File: config.mk
export PLATFORM = sky130hd
export DESIGN_NAME = fifo_rd_drain
export DESIGN_NICKNAME = d
export VERILOG_FILES = /design/src/rtl/fifo_rd_drain.sv
export SDC_FILE = /design/constraint.sdc
export NUM_CORES = 1
export LEC_CHECK = 0
export CAP_MARGIN = 25
export CORE_ASPECT_RATIO = 0.75
export CORE_MARGIN = 5
export CORE_UTILIZATION = 52
export DETAILED_ROUTE_END_ITERATION = 8
export PLACE_DENSITY = 0.83
export SYNTH_ARGS = -nofsm -noshare
export SYNTH_HDL_FRONTEND = slang
export SYNTH_SLANG_ARGS = --single-unit
File: constraint.sdc
create_clock -name rdclk -period 6 [get_ports rdclk]
set_clock_uncertainty 0.1 [all_clocks]
set_input_delay 0.6 -clock rdclk [delete_from_list [all_inputs] [get_ports rdclk]]
set_output_delay 0.6 -clock rdclk [all_outputs]
set_load 0.05 [all_outputs]
File: src/rtl/fifo_rd_drain.sv
// Read-side drain controller: pops the FIFO in bursts (or continuously on flush)
// and feeds a valid/ready stream through a 2-entry skid buffer.
module fifo_rd_drain #(
  parameter int WIDTH = 8,
  parameter int PTR   = 4,
  parameter int BURST = 4
) (
  input  logic             rdclk,
  input  logic             reset_,
  input  logic             flush,
  input  logic             rdempty,
  input  logic [PTR:0]     rdusedw,
  input  logic [WIDTH-1:0] dataout,
  output logic             rden,
  output logic [WIDTH-1:0] out_data,
  output logic             out_valid,
  input  logic             out_ready,
  output logic             busy,
  output logic [15:0]      pop_cnt
);

  localparam int BCW = $clog2(BURST + 1);
  localparam logic [BCW-1:0] BURST_C = BCW'(BURST);
  localparam logic [PTR:0]   BURST_W = (PTR + 1)'(BURST);

  typedef enum logic {
    IDLE,
    DRAIN
  } state_t;

  state_t           state, state_nxt;
  logic [BCW-1:0]   burst_cnt, burst_nxt;
  logic             inflight;
  logic [1:0]       occ;
  logic [WIDTH-1:0] slot0, slot1;
  logic             pop;
  logic [2:0]       credit;
  logic             credit_ok;
  logic             limit_hit;

  // A pop is allowed only if its word will find a free slot when it returns.
  assign pop       = out_valid & out_ready;
  assign credit    = {1'b0, occ} + {2'b00, inflight} - {2'b00, pop};
  assign credit_ok = (credit < 3'd2);
  assign rden      = reset_ & (state == DRAIN) & ~rdempty & credit_ok;
  assign limit_hit = (burst_cnt >= BURST_C) |
                     (rden & (burst_cnt == BURST_C - BCW'(1)));

  assign out_valid = (occ != 2'd0);
  assign out_data  = slot0;
  assign busy      = (state == DRAIN) | inflight | out_valid;

  always_comb begin
    state_nxt = state;
    burst_nxt = burst_cnt;
    if (state == IDLE) begin
      if ((rdusedw >= BURST_W) || (flush && !rdempty)) begin
        state_nxt = DRAIN;
        burst_nxt = '0;
      end
    end else begin
      if (rden && (burst_cnt < BURST_C))
        burst_nxt = burst_cnt + BCW'(1);
      if (!flush && limit_hit)
        state_nxt = IDLE;
      else if (rdempty && !rden)
        state_nxt = IDLE;
    end
  end

  // Clearing inflight on reset discards any word still returning from the FIFO.
  always_ff @(posedge rdclk) begin
    if (!reset_) begin
      state     <= IDLE;
      burst_cnt <= '0;
      inflight  <= 1'b0;
      occ       <= 2'd0;
      slot0     <= '0;
      slot1     <= '0;
      pop_cnt   <= 16'd0;
    end else begin
      state     <= state_nxt;
      burst_cnt <= burst_nxt;
      inflight  <= rden;
      if (rden)
        pop_cnt <= pop_cnt + 16'd1;
      case ({inflight, pop})
        2'b10: begin
          if (occ == 2'd0)
            slot0 <= dataout;
          else
            slot1 <= dataout;
          occ <= occ + 2'd1;
        end
        2'b01: begin
          slot0 <= slot1;
          occ   <= occ - 2'd1;
        end
        2'b11: begin
          if (occ == 2'd1) begin
            slot0 <= dataout;
          end else begin
            slot0 <= slot1;
            slot1 <= dataout;
          end
        end
        default: ;
      endcase
    end
  end

endmodule

# [Word-level counts from Yosys, hierarchy flattened]
# Cells that the tools add are included.
[totals] reg_bits=39 latch_bits=0 mem_bits_rw=0 mem_bits_ro=0 in_bits=18 out_inout_bits=27 wordCells=66 n_memories=0
[classes] addsub=6 mul=0 div=0 n_lt_le_gt_ge=4 eq_ne=9 n_shift=0 muxes=14 bitwise=9 reduce_logical=17
[ops] op="2-to-1 mux 8 bit" count=4
[ops] op="case mux 8 bit (3 select lines)" count=1
[ops] op="adder 16 x 1 -> 16 bit (second input constant)" count=1
[ops] op="case mux 8 bit (2 select lines)" count=1
[ops] op="2-to-1 mux 3 bit" count=3
[ops] op="nonzero test 2 bit" count=4
[ops] op="inequality test 2 bit (second input constant)" count=3
[ops] op="AND 1 bit" count=5
[ops] op=">= comparator 5 x 3 -> 1 bit (second input constant)" count=1
[ops] op="== test 2 x 1 -> 1 bit (second input constant)" count=2
[ops] op="== test 2 bit (second input constant)" count=2
[ops] op="logical AND 1 bit" count=4
[ops] op="2-to-1 mux 1 bit" count=4
[ops] op="case mux 2 bit (2 select lines)" count=1
[ops] op="AND reduction 2 bit" count=2
[ops] op="adder 2 x 1 -> 3 bit" count=1
[ops] op="adder 3 x 1 -> 3 bit (second input constant)" count=1
[ops] op="== test 3 x 2 -> 1 bit (second input constant)" count=1
[ops] op=">= comparator 3 bit (second input constant)" count=1
[ops] op="logical NOT 1 bit" count=3
[ops] op="< comparator 3 x 2 -> 1 bit (second input constant)" count=1
[ops] op="< comparator 3 bit (second input constant)" count=1
[ops] op="OR 1 bit" count=3
[ops] op="AND reduction 3 bit" count=1
[ops] op="8 further kinds" count=8

# [Logic depth before layout (Yosys ltp)]
# Gate-level depths: netlist (run 1).
[logic_depth] ltp_word=10 ltp_mapped=13 ltp_nobuf=12

# [Least setup slack after synthesis (run 1)]
# OpenSTA, ideal clock, no wires.
[synth_timing] path_type="register to output" start="register occ[1]" end="output rden" t_arrival_ns=2.670 t_required_ns=5.300 slack_ns=2.630 path_stages_with_launch=11 path_buffers=1 cell_sequence="dfxtp_1 > inv_1 > ha_1 > nand2b_1 > nor2_1 > o21ai_0 > fa_1 > nand4b_4 > or2_2 > buf_2 > inv_1"
[synth_between] elab_chain_cells=5 word_cells_on_any_way=6 classes_between="add/sub (2); order compare (1); bitwise (2); reduce/logical (1)"
[synth_rtl] element="start, declared" line_no="34" rtl="logic [1:0] occ;"
[synth_rtl] element="start signal, assigned" line_no="93" rtl="occ <= occ + 2'd1;"
[synth_rtl] element="start signal, assigned" line_no="97" rtl="occ <= occ - 2'd1;"
[synth_rtl] element="parallel branches: the longest is 2 deep, another holds adder 2 x 1 -> 3 bit"
[synth_rtl] element="subtractor 3 x 1 -> 3 bit *" line_no="43" rtl="assign credit = {1'b0, occ} + {2'b00, inflight} - {2'b00, pop};"
[synth_rtl] element="< comparator 3 x 2 -> 1 bit *" line_no="44" rtl="assign credit_ok = (credit < 3'd2);"
[synth_rtl] element="AND 1 bit *" line_no="45" rtl="assign rden = reset_ & (state == DRAIN) & ~rdempty & credit_ok;"
[synth_rtl] element="end, declared" line_no="14" rtl="output logic rden,"
# Every way passes the cells marked *.

# [Final worst setup path (run 1)]
# Ends and elaborated chain as after synthesis.

==> impl_results.md, run 1 <==
- Hold Violations, Final: 0
- Initial antenna violation count: 0
- Multi-input gate area in the final layout: 991.0 µm²
- Measured slew at the worst slew-check pin: 888.2 ps
- Largest net degree at the start of global routing: 28
- Worst Path Max Fanout: 7
- Fin. max-slew vios: 0
- Hold EP: pop_cnt[15]
- Layout Nets: 277
- Setup TNS: 0 ps
- Number of fill cells: 271
- EDFF count, synth: 0
- Synth warnings: 0
- Worst Setup Start Kind: flip-flop
- TritonCTS Sinks: 39
- WL/cell: 13.88 µm
- Pwr dens: 383.4 nW/µm²
- Cell count after synthesis: 208
- Cell area after placement: 2298 µm²
- Max Cap Violations: 0
- Post-synthesis register bit count: 39
- Arrival @ worst endpoint: 3720 ps
- Final setup viols: 0
- Min-Delay Path Class: reg2reg
- Tot GR Track Use: 17.80%
- GRT overflow: 0
- RSZ-0062 raised after global routing: no
- Chip height: 61.77 µm
- Root Driver: clkbuf_8
- Dpl hpwl: 2979 µm
- Dominant synthesized flop cell: dfxtp_1
- Critical Path End Type: output pin
- Area growth from synthesis to layout: 29.09%
- Share of post-route cells with drive strength above 1: 5.179%
- Crit share post-route: 73.64%
- Via Count: 1,656
- Reg2reg end: pop_cnt[14]
- Register area share after synthesis: 42.02%
- Vias per inst: 5.691
- IO Port Bufs: 42
- Start of the worst register-to-register path: occ[1]
- Iter 0 DRT Violations: 74
- Later-pin clock latency in the skew report: 290 ps
- RD Place Congestion: 0.8362
- Mean area per synthesized cell: 8.933 µm²
- Mapped Area: 1858 µm²
- Hold Buf Count CTS: 0
- Post-route cell area: 2399 µm²
- Post-synth ARST share: 0%
- Min-delay src: pop_cnt[15]
- First drt pass iteration count: 4
- Post-cts sizing count: 0
- Remaining DRCs: 0
- Reg2reg setup slack: 2560 ps
- Yosys cell types: 39
- Leak: 0.0008631 µW
- Chip width: 79.03 µm
- Final min period: 4418 ps
- Core area: 3356 µm²
- Setup bufs post-CTS: 0
- FF+latch area: 780.7 µm²
- Starting Density: 55.37%
- Ports: 45
- WL final: 4039 µm
- Crit path kind: reg2out
- DIE AREA: 4881 µm²
- WP data required: 5300 ps
- Synth top area share: 42.02%
- Worst setup margin: 1582 ps
- Area leader, netlist: dfxtp_1
- Max Fclk: 0.2263 GHz
- H-tree depth: 2
- VDD IR max: 0.3314 mV
- Outcome: finished clean
- Area contributors post-synth: dfxtp_1 42%, nor2_1 5.5%, ha_1 5.4%
- Clk pin slew, worst setup/hold paths: 80 ps
- Row Count: 18
- Post-synth net total: 235
- Post-place setup slack: 1629 ps
- Cell depth of the worst flop-to-flop path: 10
- Vias in the first global route: 1,537
- CTS Buffer Depth: 2
- TritonCTS Buffers: 5
- Max-slew headroom: 40.16%
- Post-route ant nets: 0
- Antenna Cells: 0
- CTS tree: built
- WHS Path Cells: 2
- Global-route wire length before repair: 6837 µm
==> metrics by stage <==
step | cells | power, µW | hold WS [ps] | util, %
finish | 291 | 919.7 | 382.0 | 71.48
global route | 291 | 972.8 | 424.4 | 71.48
CTS | 291 | 923.9 | 384.2 | 71.48
detailed placement | 283 | 733.9 | 372.1 | 68.49
global placement | 283 | 722.1 | 367.6 | 68.49
floorplan | 208 | 610.8 | 361.5 | -
==> report_power, final <==
group          internal [µW]  total, µW  switching [µW]  leakage, µW
sequential               296        323            27.0     0.000316
combinational            137        404             268     0.000496
clock                    105        192            86.8    0.0000515
==> routing by layer <==
metal  global-route usage, %  share of wire [%]  vias up
li1                        -                  -      832
met2                   28.06                 44       35
met5                       0                  0        -
met3                   3.026                4.3        7
met4                   8.578                1.8        0
met1                   24.24                 50      782
==> cells in the mapped netlist (2+ instances only) <==
library cell,n
or3_1,5
dfxtp_1,39
ha_1,8
buf_2,3
nor4_1,2
nand2b_1,2
xnor2_1,6
inv_1,14
or2_2,2
mux2i_1,9
or4_1,5
o31ai_1,5
o21ai_0,15
xor2_1,3
nand3b_1,2
a21oi_1,12
clkbuf_1,4
nor2_1,27
a221oi_1,8
nand2_1,7
nor3_1,3
nand4_1,2
nand3_1,8
and4_1,2
==> registers in the layout (all words and copies together) (netlist names) <==
signal / flops
pop_cnt: 16
slot1: 8
state: 1
out_data: 8
burst_cnt: 3
inflight: 1
occ: 2
==> layout make-up <==
class / instances / area share, %
Timing Repair Buffer: 42 / 17.53
Multi-Input combinational cell: 147 / 41.31
Inverter: 15 / 2.347
Sequential cell: 39 / 32.55
Tap cell: 40 / 2.087
Clock buffer: 8 / 4.173
==> worst max-delay path, stage by stage (launching register included) <==
cell,delay (ps)
dfxtp_1,400
inv_1,110
ha_1,280
nand2b_1,230
nor2_1,180
o21ai_0,130
fa_1,540
nand4b_4,140
or2_2,400
inv_1,180
clkdlybuf4s50_1,840
==> placed cells by master, fill, tap and decap left out, drive strengths merged, types with 9 or more instances in the layout <==
cell / instances
a21oi: 13
clkdlybuf4s50: 42
mux2i: 9
o21ai: 15
dfxtp: 39
inv: 14
nor2: 27
==> cell families after synthesis <==
| kind of cell | Yosys count | synth area share [%] |
|---|---|---|
| simple gates | 71 | 20.61 |
| mux | 9 | 4.849 |
| xor+xnor | 9 | 4.243 |
| compound gates | 49 | 17.17 |
| buf+inv | 22 | 4.646 |
| fa+ha+maj | 9 | 6.465 |
| flops | 39 | 42.02 |
==> how the worst max path moves through the flow <==
stage,cells after the start,start,endpoint
floorplan,10,occ[1],rden
global placement,9,out_ready,rden
CTS,10,occ[1],rden
global route,10,occ[1],rden
detailed placement,9,out_ready,rden
finish,10,occ[1],rden
Note: power is estimated with default switching activity, not from simulation.
==> run 2, diff against run 1 <==
--- a/config.mk
+++ b/config.mk
@@ -8,9 +8,9 @@
 export CAP_MARGIN = 25
 export CORE_ASPECT_RATIO = 0.75
 export CORE_MARGIN = 5
-export CORE_UTILIZATION = 52
+export CORE_UTILIZATION = 44
 export DETAILED_ROUTE_END_ITERATION = 8
-export PLACE_DENSITY = 0.83
+export PLACE_DENSITY = 0.75
 export SYNTH_ARGS = -nofsm -noshare
 export SYNTH_HDL_FRONTEND = slang
 export SYNTH_SLANG_ARGS = --single-unit
==> constraint.sdc (replaced) <==
create_clock -name rdclk -period 3.9 [get_ports rdclk]
set_clock_uncertainty 0.1 [all_clocks]
set_input_delay 0.39 -clock rdclk [delete_from_list [all_inputs] [get_ports rdclk]]
set_output_delay 0.39 -clock rdclk [all_outputs]
set_load 0.05 [all_outputs]
==> impl_results.md, run 2 (synthesis results as in run 1) <==
- Ports: 45
- Area growth from synthesis to layout: 30.37%
- Start of the worst register-to-register path: occ[0]
- Reg2reg end: pop_cnt[14]
- Met3 GRT Util: 3.861%
- Worst Path Max Fanout: 7
- Max Fclk: 0.2775 GHz
- Largest net degree at the start of global routing: 18
- Chip width: 85.04 µm
- Setup TNS: 0 ps
- Reg2reg setup slack: 450 ps
- Max reg flops: 16
- CTS tree: built
- Iter 0 DRT Violations: 59
- Crit path kind: reg2out
- GR peak layer: met2
- Layout Nets: 278
- Post-route ant nets: 0
- WHS Path Cells: 2
- Clk pin slew, worst setup/hold paths: 70 ps
- Critical Path End Type: output pin
- First drt pass iteration count: 4
- Tot GR Track Use: 15.62%
- Crit path from: occ[0]
- Filler-free cell count of the finished design: 306
- Antenna Cells: 0
- Worst Setup Start Kind: flip-flop
- Crit path to: rden
- Fin. max-slew vios: 0
- Leak: 0.0008683 µW
- CTS Buffer Depth: 2
- WL/cell: 13.81 µm
- Vias per inst: 5.422
- Commonest non-fill, non-tap cell in the layout: clkdlybuf4s50_1
- RD Place Congestion: 0.7347
- TritonCTS Sinks: 39
- Arrival @ worst endpoint: 3110 ps
- TritonCTS Buffers: 5
- Cell depth of the worst flop-to-flop path: 10
- Post-cts sizing count: 0
- Crit share post-route: 92.40%
- Starting Density: 45.83%
- Core area: 4054 µm²
- Setup bufs post-CTS: 0
- Pwr dens: 578.5 nW/µm²
- Hold slack: 391.5 ps
- Share of post-route cells with drive strength above 1: 5.976%
- Placed instance count: 299
- Row Count: 20
- WP data required: 3410 ps
- Max Cap Violations: 0
- Top reg by flops: pop_cnt
- Root Driver: clkbuf_8
- Max-slew headroom: 44.40%
- Min-Delay Path Class: reg2reg
- Most frequent cells in the layout: 41 x clkdlybuf4s50_1, 39 x dfxtp_1, 27 x nor2_1
- Global Route met2 Usage: 25.48%
- DIE AREA: 5636 µm²
- H-tree depth: 2
- Later-pin clock latency in the skew report: 290 ps
- Measured slew at the worst slew-check pin: 825.3 ps
- Final min period: 3604 ps
- Post-route cell area: 2422 µm²
- Via Count: 1,659
- VDD IR max: 0.4400 mV
- Final setup viols: 0
- Dpl hpwl: 3082 µm
- GRT overflow: 0
- WL final: 4226 µm
- Outcome: finished clean
- Hold Violations, Final: 0
- Grt met1 use: 19.67%
- IO Port Bufs: 42
- Hold Buf Count CTS: 0
- Vias in the first global route: 1,550
- Remaining DRCs: 0
- Global-route wire length before repair: 7072 µm
- Initial antenna violation count: 0
- Chip height: 66.28 µm
- Number of fill cells: 367
- RSZ-0062 raised after global routing: no
- Cell area after placement: 2335 µm²
[run 2: worst min path at each step]
stage / startpoint / to / slack [ps]
after floorplan: slot1[0] / slot1[0] / 360
after global placement: pop_cnt[15] / pop_cnt[15] / 370
after detailed placement: pop_cnt[15] / pop_cnt[15] / 380
after CTS: pop_cnt[15] / pop_cnt[15] / 390
after global routing: pop_cnt[9] / pop_cnt[9] / 420
final: pop_cnt[15] / pop_cnt[15] / 390
[run 2: metrics by stage]
step                      utilization (%)  total power, µW  setup slack, ps
after global placement              57.59             1121            419.5
final                               59.75             1401            296.4
after global routing                59.75             1484            17.64
after floorplan                         -            939.6            626.2
after CTS                           59.75             1412            261.6
after detailed placement            57.59             1136            340.6
[run 2: final cells by class]
cell class	instances	area, µm²	area share [%]
Clock buffer	6	82.58	3.409
Clock inverter	1	5.005	0.2066
Inverter	15	56.30	2.324
Multi-Input combinational cell	147	991.0	40.91
Sequential cell	39	780.7	32.23
Tap cell	55	68.82	2.841
Timing Repair Buffer	43	437.9	18.08
[run 2: per-layer routing]
layer,up-vias,wire [µm]
li1,830,-
met1,785,2019
met2,38,1928
met3,6,213
met4,0,65
met5,-,0
[run 2: power by group]
part	internal (µW)	total, µW	switching, µW
Sequential	456	496	39.9
Combinational	215	633	418
Clock	139	272	134
Total	810	1400	592
[run 2: worst max-delay path: stages (launching register included)]
cell and delay [ps]:
dfxtp_1 400, inv_1 80, ha_1 290, nand2b_1 230, nor2_1 180, o21ai_0 140
fa_1 550, nand4b_4 150, or2_2 400, inv_1 220, buf_12 170
==> run 3, diff against run 2 <==
--- a/config.mk
+++ b/config.mk
@@ -5,6 +5,7 @@
 export SDC_FILE = /design/constraint.sdc
 export NUM_CORES = 1
 export LEC_CHECK = 0
+export ABC_CLOCK_PERIOD_IN_PS = 3900
 export CAP_MARGIN = 25
 export CORE_ASPECT_RATIO = 0.75
 export CORE_MARGIN = 5
==> results of run 3 <==
The final DEF is identical to that of run 2; final timing and power are the same.
